`src/rtl/spi_word_master.sv`:
```
// Memory-mapped SPI master (mode 0): a TXDATA store sends one 32-bit word as four
// MSB-first byte frames and packs the received bytes into RXDATA.
module spi_word_master #(
  parameter int unsigned CLK_DIV = 4
) (
  input  logic        clk,
  input  logic        rst,
  input  logic        we,
  input  logic [1:0]  addr,
  input  logic [31:0] wd,
  output logic [31:0] rd,
  output logic        busy,
  output logic        done,
  output logic        mosi,
  input  logic        miso,
  output logic        ss,
  output logic        sck
);

  localparam int unsigned WORD_W = 32;
  localparam int unsigned CNT_W  = $clog2(2 * CLK_DIV);
  localparam logic [CNT_W-1:0] HALF_LAST = CNT_W'(CLK_DIV - 1);
  localparam logic [CNT_W-1:0] FULL_LAST = CNT_W'(2 * CLK_DIV - 1);

  localparam logic [1:0] ADDR_TXDATA = 2'd0;
  localparam logic [1:0] ADDR_STATUS = 2'd1;
  localparam logic [1:0] ADDR_RXDATA = 2'd2;

  typedef enum logic [2:0] {
    IDLE  = 3'd0,
    SETUP = 3'd1,
    SHIFT = 3'd2,
    GAP   = 3'd3,
    DONE  = 3'd4
  } state_t;

  state_t             state_q, state_d;
  logic [CNT_W-1:0]   cnt_q, cnt_d;
  logic [2:0]         bit_q, bit_d;
  logic [1:0]         byte_q, byte_d;
  logic [WORD_W-1:0]  tx_q, tx_d;
  logic [WORD_W-1:0]  rx_sh_q, rx_sh_d;
  logic [WORD_W-1:0]  rxdata_q, rxdata_d;
  logic               ovf_q, ovf_d;
  logic               rxv_q, rxv_d;
  logic               busy_d, done_d, mosi_d, ss_d, sck_d;
  logic               tx_wr, st_wr;

  // Next-state, datapath and next-output logic; every output is registered below.
  always_comb begin
    state_d  = state_q;
    cnt_d    = cnt_q;
    bit_d    = bit_q;
    byte_d   = byte_q;
    tx_d     = tx_q;
    rx_sh_d  = rx_sh_q;
    rxdata_d = rxdata_q;
    ovf_d    = ovf_q;
    rxv_d    = rxv_q;
    sck_d    = 1'b0;
    done_d   = 1'b0;
    tx_wr    = we && (addr == ADDR_TXDATA);
    st_wr    = we && (addr == ADDR_STATUS);

    if (st_wr) begin
      if (wd[1]) ovf_d = 1'b0;
      if (wd[2]) rxv_d = 1'b0;
    end

    case (state_q)
      IDLE: begin
        if (tx_wr) begin
          tx_d    = wd;
          state_d = SETUP;
          cnt_d   = '0;
          bit_d   = '0;
          byte_d  = '0;
        end
      end
      SETUP: begin
        if (cnt_q == HALF_LAST) begin
          state_d = SHIFT;
          cnt_d   = '0;
        end else begin
          cnt_d = cnt_q + 1'b1;
        end
      end
      SHIFT: begin
        // Low half then high half per bit; sample on the rise, advance on the fall.
        sck_d = sck;
        cnt_d = cnt_q + 1'b1;
        if (cnt_q == HALF_LAST) begin
          sck_d   = 1'b1;
          rx_sh_d = {rx_sh_q[WORD_W-2:0], miso};
        end
        if (cnt_q == FULL_LAST) begin
          sck_d = 1'b0;
          cnt_d = '0;
          tx_d  = {tx_q[WORD_W-2:0], 1'b0};
          bit_d = bit_q + 3'd1;
          if (bit_q == 3'd7) begin
            state_d = (byte_q == 2'd3) ? DONE : GAP;
          end
        end
      end
      GAP: begin
        if (cnt_q == FULL_LAST) begin
          state_d = SETUP;
          cnt_d   = '0;
          byte_d  = byte_q + 2'd1;
        end else begin
          cnt_d = cnt_q + 1'b1;
        end
      end
      DONE: begin
        // Completion sets rx_valid even against a same-cycle STATUS clear.
        state_d  = IDLE;
        done_d   = 1'b1;
        rxdata_d = rx_sh_q;
        rxv_d    = 1'b1;
      end
      default: state_d = IDLE;
    endcase

    if (tx_wr && (state_q != IDLE)) ovf_d = 1'b1;

    busy_d = (state_d != IDLE);
    ss_d   = !((state_d == SETUP) || (state_d == SHIFT));
    mosi_d = ss_d ? 1'b0 : tx_d[WORD_W-1];
  end

  // State and output registers.
  always_ff @(posedge clk or negedge rst) begin
    if (!rst) begin
      state_q  <= IDLE;
      cnt_q    <= '0;
      bit_q    <= '0;
      byte_q   <= '0;
      tx_q     <= '0;
      rx_sh_q  <= '0;
      rxdata_q <= '0;
      ovf_q    <= 1'b0;
      rxv_q    <= 1'b0;
      busy     <= 1'b0;
      done     <= 1'b0;
      mosi     <= 1'b0;
      ss       <= 1'b1;
      sck      <= 1'b0;
    end else begin
      state_q  <= state_d;
      cnt_q    <= cnt_d;
      bit_q    <= bit_d;
      byte_q   <= byte_d;
      tx_q     <= tx_d;
      rx_sh_q  <= rx_sh_d;
      rxdata_q <= rxdata_d;
      ovf_q    <= ovf_d;
      rxv_q    <= rxv_d;
      busy     <= busy_d;
      done     <= done_d;
      mosi     <= mosi_d;
      ss       <= ss_d;
      sck      <= sck_d;
    end
  end

  // Bus read mux; TXDATA is write-only and the reserved slot reads zero.
  always_comb begin
    rd = '0;
    case (addr)
      ADDR_STATUS: rd = {29'd0, rxv_q, ovf_q, busy};
      ADDR_RXDATA: rd = rxdata_q;
      default:     rd = '0;
    endcase
  end

endmodule

```
`config.mk`:
```
export PLATFORM = sky130hd
export DESIGN_NAME = spi_word_master
export DESIGN_NICKNAME = d
export VERILOG_FILES = /design/src/rtl/spi_word_master.sv
export SDC_FILE = /design/constraint.sdc
export NUM_CORES = 1
export LEC_CHECK = 0
export CAP_MARGIN = 10
export CORE_MARGIN = 10
export CORE_UTILIZATION = 56
export CTS_BUF_LIST = sky130_fd_sc_hd__clkbuf_8
export CTS_CLUSTER_DIAMETER = 40
export DETAILED_ROUTE_END_ITERATION = 10
export GPL_ROUTABILITY_DRIVEN = 0
export GPL_TIMING_DRIVEN = 0
export HOLD_SLACK_MARGIN = 0.06
export PLACE_DENSITY = 0.82
export RECOVER_POWER = 50
export SYNTH_ARGS = -nofsm -noshare
export SYNTH_HDL_FRONTEND = slang
export SYNTH_SLANG_ARGS = --single-unit
```
`constraint.sdc`:
```
create_clock -name clk -period 2 [get_ports clk]
set_input_delay 0.4 -clock clk [delete_from_list [all_inputs] [get_ports clk]]
set_output_delay 0.4 -clock clk [all_outputs]
set_load 0.01 [all_outputs]
```
==> reports/qor.yml, run 1 <==
startpoint_type: "primary input"
ys_async_sr_fraction_pct: 100
min-delay-start: "tx_q[10]"
antenna_found_initial: 0
synth.ff_latch_count: 114
clk_pin_slew_worst_paths_ps: 70
placed_cells: 594
synth_top_cell_by_area: "dfrtp_1"
netlist_instances: 411
io_pins: 75
r2r_slack_ps: 130
startpoint: "addr[1]"
grt_pass1_wl_um: 17900
cp_max_fo: 5
worst_pin_slew_ps: 1040
cp-end-kind: "primary output"
io_buffers: 74
synthTopCellsByArea: "dfrtp_1, mux2_2, nand2_1"
drive_above_1_share_pct: 25.9
grt_pass1_vias: 3783
area_growth_pct: 27.7
synth_area_um2: 5010
hp-class: "reg -> reg"
antennaDiodeCount: 0
crit_required_ps: 1600
core_area_um2: 8720
cts.path.max_buffers: 2
die_h_um: 115
syn_area_per_cell_um2: 12.2
yosysWarnings: 0
power_leakage_nw: 3.30
drt_iter0_markers: 209
cts_max_level: 4
tns_ps: 0
overflow: 0
synth_top_cells_by_count: "dfrtp_1, nand2_1, mux2_2"
wirelength_um: 10800
post_dp_cell_area_um2: 5910
critical_path_arrival_ps: 1510
total_power_mw: 4.89
seq_area_frac_synth_pct: 57.0
max_freq_ghz: 0.524
netlist-cell-type-count: 42
yosysMostFrequentCell: "dfrtp_1"
synth_edf_count: 0
cts_root_buf: "clkbuf_8"
yosysTopAreaCellShare_pct: 56.4
numCtsBuffers: 17
via_count: 3436
path_class: "in -> out"
finalCritPeriodShare_pct: 95.4
start_util_pct: 57.5
peakVddDrop_mv: 0.461
utilization_pct: 73.4
rows: 34
setup_viol: 0
syn_nets: 461
r2r-start: "cnt_q[1]"
min_period_ps: 1910
cap_violations: 0
fin_skew_ps: 15.8
hpwl_um: 7560
timing.rr.end: "tx_q[17]"
vias_per_cell: 5.45
drc: 0
slew_viol_final: 0
first_pass_iters: 4
reg2reg_depth: 8
relSlewSlack_pct: 30.6
die_area_um2: 13100
cts.sinks: 114
final_cells: 630
ant_nets: 0
grt_max_degree: 75
power.density_nw_per_um2: 764
outcome: "finished, final reports clean"
gr-usage-all-layers_pct: 16.9
whs_ps: 481
ys.flop_type: "dfrtp_1"
wl_per_cell_um: 17.1
critPathCapture: "rd[0]"
dp_slack_ps: -825
finalHoldViolations: 0
nets: 559
cts_tree: "yes"
worst_slack_ps: 92.3
insertion_delay_ps: 430
final_cell_area_um2: 6400
die_x_um: 115
[metal layers]
metal  wire [µm]  global-route usage, %  vias up  part of all wire, %
li1            -                      -     1618                    -
met1        4610                   19.5     1696                   43
met2        5230                   27.6      106                   49
met3         792                   7.18       16                  7.3
met4         140                   6.10        0                  1.3
met5           0                      0        -                    0
[report_power, final]
group / switching (mW) / internal (mW)
combinational: 0.0937 / 0.0997
clock: 0.908 / 1.44
sequential: 0.0162 / 2.33
[state kept, by name, summed over array words and instances, names as in the netlist, 2 cells and up]
| name | flops |
|---|---|
| rx_sh_q | 32 |
| state_q | 3 |
| cnt_q | 3 |
| bit_q | 3 |
| byte_q | 2 |
| rxdata_q | 32 |
| tx_q | 32 |
[layout by cell type, fill, tap and decap left out, types with 4 or more instances in the layout]
cell type / synthesis / final
dlygate4sd2_1: 0 / 31
nor2b_1: 6 / 6
clkinv_2: 0 / 6
buf_2: 4 / 6
mux2_1: 4 / 4
buf_6: 6 / 6
ha_1: 12 / 8
nand3_1: 5 / 5
bufinv_16: 0 / 4
a22oi_1: 32 / 30
inv_1: 7 / 7
buf_4: 3 / 7
clkdlybuf4s50_1: 0 / 39
clkbuf_8: 0 / 22
clkbuf_2: 0 / 5
mux2_2: 61 / 61
nand2_1: 72 / 72
and2_1: 32 / 32
nor2_1: 4 / 4
dfrtp_1: 113 / 113
o21ai_0: 7 / 7
[cell families (layout without fill, tap and decap cells)]
| family | Yosys count | in the layout | synth area share (%) |
|---|---|---|---|
| compound gates | 56 | 56 | 8.19 |
| xor+xnor | 1 | 1 | 0.175 |
| fa+ha+maj | 12 | 12 | 3.00 |
| buf+inv | 31 | 142 | 3.55 |
| flops | 114 | 114 | 57.0 |
| mux | 67 | 67 | 15.0 |
| simple gates | 130 | 130 | 13.1 |
[area by class of cell]
cell class | count | area [µm²]
multi-input cells | 266 | 2020
clock buffers | 20 | 275
fillers | 586 | 2320
inverters | 8 | 30.0
plain buffers | 23 | 180
repair buffers | 79 | 747
well taps | 108 | 135
clock inverters | 12 | 161
flip-flops and latches | 114 | 2850
[how the worst min path moves through the flow]
| stage | endpoint | slack (ps) | cells past startpoint |
|---|---|---|---|
| after floorplan | bit_q[0] | 100 | 0 |
| after global placement | rxdata_q[29] | 460 | 1 |
| after detailed placement | rx_sh_q[6] | 420 | 1 |
| after CTS | tx_q[1] | 490 | 2 |
| after global routing | tx_q[29] | 510 | 2 |
| final | tx_q[10] | 480 | 2 |
[critical path: stages]
cell and delay [ps]:
dlygate4sd2_1 270, inv_1 110, ha_2 260, a22oi_2 70, nor2b_1 110, dlygate4sd2_1 290
[repair_timing]
item / CTS / global route
hold endpoints to repair: 40 / 0
hold buffers: 1 / 0
endpoints found under the setup margin: 63 / 36
resized for setup: 53 / 12
gates cloned: 0 / 0
buffers inserted: 0 / 3
Note: power is estimated with default switching activity, not from simulation.
==> inputs of run 2 (changes only) <==
--- a/config.mk
+++ b/config.mk
@@ -7,14 +7,14 @@
 export LEC_CHECK = 0
 export CAP_MARGIN = 10
 export CORE_MARGIN = 10
-export CORE_UTILIZATION = 56
-export CTS_BUF_LIST = sky130_fd_sc_hd__clkbuf_8
+export CORE_UTILIZATION = 54
+export CTS_BUF_LIST = sky130_fd_sc_hd__clkbuf_16
 export CTS_CLUSTER_DIAMETER = 40
 export DETAILED_ROUTE_END_ITERATION = 10
 export GPL_ROUTABILITY_DRIVEN = 0
 export GPL_TIMING_DRIVEN = 0
 export HOLD_SLACK_MARGIN = 0.06
-export PLACE_DENSITY = 0.82
+export PLACE_DENSITY = 0.8
 export RECOVER_POWER = 50
 export SYNTH_ARGS = -nofsm -noshare
 export SYNTH_HDL_FRONTEND = slang
==> constraint.sdc (replaced) <==
create_clock -name clk -period 1.84 [get_ports clk]
set_input_delay 0.368 -clock clk [delete_from_list [all_inputs] [get_ports clk]]
set_output_delay 0.368 -clock clk [all_outputs]
set_load 0.01 [all_outputs]
==> run 2 against run 1 <==
Final cell count up 0.32%. Combinational power increased by 12%. Critical path type unchanged. Flip-flop and latch count stayed put. Wire length grew 3.8%. Clock-buffer cell count is 3 lower. Critical path depth is 1 lower. Global-route usage increased by 0.51 points. Clock skew shrank 6.7 ps. Final area is 3.6% higher. Critical endpoint unchanged. Via count up 0.96%. Sequential power increased by 8.5%.
==> reports/qor.yml, run 2 (synthesis gave the netlist of run 1 again) <==
overflow: 0  # unchanged
antenna_found_initial: 0  # unchanged
cp_num_cells: 5  # -1
whs_ps: 480  # -1.21 ps
relSlewSlack_pct: 50.6  # +20 points
clk_pin_slew_worst_paths_ps: 60  # about the same
area_growth_pct: 32.2
timing.rr.end: "rxdata_q[0]"
wirelength_um: 11200  # +3.8%
crit_family: "buffers and inverters"
path_class: "in -> out"
crit_required_ps: 1470  # -130 ps
dp_slack_ps: -1010  # -183 ps
total_power_mw: 6.01  # +23%
drive_above_1_share_pct: 26.9  # +1.0 points
core_area_um2: 9150  # +4.9%
final_common_cell: "dfrtp_1"
die_x_um: 116  # +1.5%
worst_slack_ps: 24.0  # -68.3 ps
power_leakage_nw: 3.37  # +2.2%
outcome: "finished, final reports clean"
first_pass_iters: 4  # unchanged
numCtsBuffers: 17  # unchanged
grt_pass1_vias: 3776  # -0.19%
fin_skew_ps: 9.07  # -6.71 ps
cts.sinks: 114  # unchanged
io_pins: 75  # unchanged
slowest_stage: "ha_4"
io_buffers: 74  # unchanged
setup_viol: 0  # unchanged
r2r-start: "state_q[2]"
clkPwrFrac_pct: 53.9  # +5.9 points
intPower_mw: 4.76  # +23%
peakVddDrop_mv: 0.709  # +54%
gr-usage-all-layers_pct: 17.4  # +0.51 points
die_h_um: 116  # +1.5%
r2r_slack_ps: 60  # -70 ps
worst_pin_slew_ps: 741  # -300 ps
power.density_nw_per_um2: 907  # +19%
via_count: 3469  # +0.96%
cts_max_level: 4  # unchanged
finalHoldViolations: 0  # unchanged
crit_buf_inv: 3  # unchanged
p_sw_share_pct: 20.8  # -0.058 points
max_freq_ghz: 0.551
min-delay-start: "tx_q[4]"
start_util_pct: 54.8  # -2.7 points
insertion_delay_ps: 410  # -20 ps
critPathMaxStageDelay_ps: 300  # about the same
nets: 558  # -0.18%
utilization_pct: 72.4  # -0.97 points
min_period_ps: 1820
cts.path.max_buffers: 2  # unchanged
hpwl_um: 7560  # about the same
startpoint_type: "primary input"
cp-end-kind: "primary output"
slew_viol_final: 0  # unchanged
ant_nets: 0  # unchanged
die_area_um2: 13500  # +3.1%
finalCritPeriodShare_pct: 98.7
cap_violations: 0  # unchanged
critPathCapture: "rd[0]"
switchingPower_mw: 1.25  # +23%
grt_max_degree: 59  # -21%
antennaDiodeCount: 0  # unchanged
reg_top3: "rx_sh_q x32, rxdata_q x32, tx_q x32"
vias_per_cell: 5.49  # +0.64%
startpoint: "addr[1]"
layout_common_cells: "dfrtp_1, nand2_1, mux2_2, clkdlybuf4s50_1"
pwr-share-comb_pct: 3.6  # -0.4 points
hp-class: "reg -> reg"
power_frac_seq_pct: 42.5  # -5.5 points
grt_pass1_wl_um: 18500  # +3.3%
path_cells: "clkdlybuf4s15_1 -> inv_1 -> ha_4 -> nor2b_2 -> clkdlybuf4s15_2"
cp_max_fo: 3  # -2
critical_path_arrival_ps: 1450  # -60 ps
cts_tree: "yes"
reg2reg_depth: 5  # -3
wl_per_cell_um: 17.7  # +3.5%
rows: 35  # +2.9%
drc: 0  # unchanged
cts_root_buf: "clkbuf_16"
drt_iter0_markers: 130  # -38%
==> run 2: metrics by stage <==
stage	instances	cell area [µm²]	TNS, ps
after CTS	631	6550	0
final	632	6630	0
after global routing	632	6630	-361
after detailed placement	597	5920	-40620
after floorplan	411	5010	0
after global placement	596	5890	-471130
==> run 2: layer usage <==
| layer | up-vias | GRT usage (%) | part of all wire (%) |
|---|---|---|---|
| met5 | - | 0 | 0 |
| met4 | 0 | 7.76 | 1.7 |
| met3 | 18 | 5.91 | 5.7 |
| met2 | 80 | 28.8 | 51 |
| met1 | 1740 | 20.1 | 42 |
| li1 | 1631 | - | - |
==> run 2: how the worst min path moves through the flow <==
stage                        endpoint  slack [ps]  cells after the start
after floorplan              bit_q[0]          70                      0
after global placement       tx_q[20]         460                      2
after detailed placement  rxdata_q[8]         470                      1
after CTS                    tx_q[15]         480                      2
after global routing          tx_q[3]         510                      2
final                         tx_q[4]         480                      2
==> run 2: worst reg2reg max path, cell delays in order, from the launching register on <==
cell,delay [ps]
dfrtp_2,430
buf_4,220
inv_2,90
nor3_4,330
buf_6,220
mux2_2,370
==> run 2: cell type report <==
cell class                      count  area, µm²
Multi-Input combinational cell    266       2060
Buffer                             23        194
Tap cell                          111        139
Inverter                            8       30.0
Fill cell                         619       2530
Clock inverter                     15        169
Timing Repair Buffer               78        749
Clock buffer                       17        425
Sequential cell                   114       2860
==> run 2: power by group through the flow <==
| stage | sequential [mW] | combinational (mW) | clock (mW) |
|---|---|---|---|
| finish | 2.55 | 0.217 | 3.24 |
| detailed placement | 2.59 | 0.205 | 0 |
| CTS | 2.55 | 0.216 | 3.28 |
| global route | 2.55 | 0.240 | 3.41 |
| floorplan | 2.59 | 0.0435 | 0 |
| global placement | 2.59 | 0.194 | 0 |
==> run 2: timing repair <==
action	in CTS	in global routing
gates resized for setup	70	22
buffers inserted	1	1
pin swaps	1	1
hold endpoints to repair	57	0
hold buffers	1	0
setup endpoints to repair	67	82
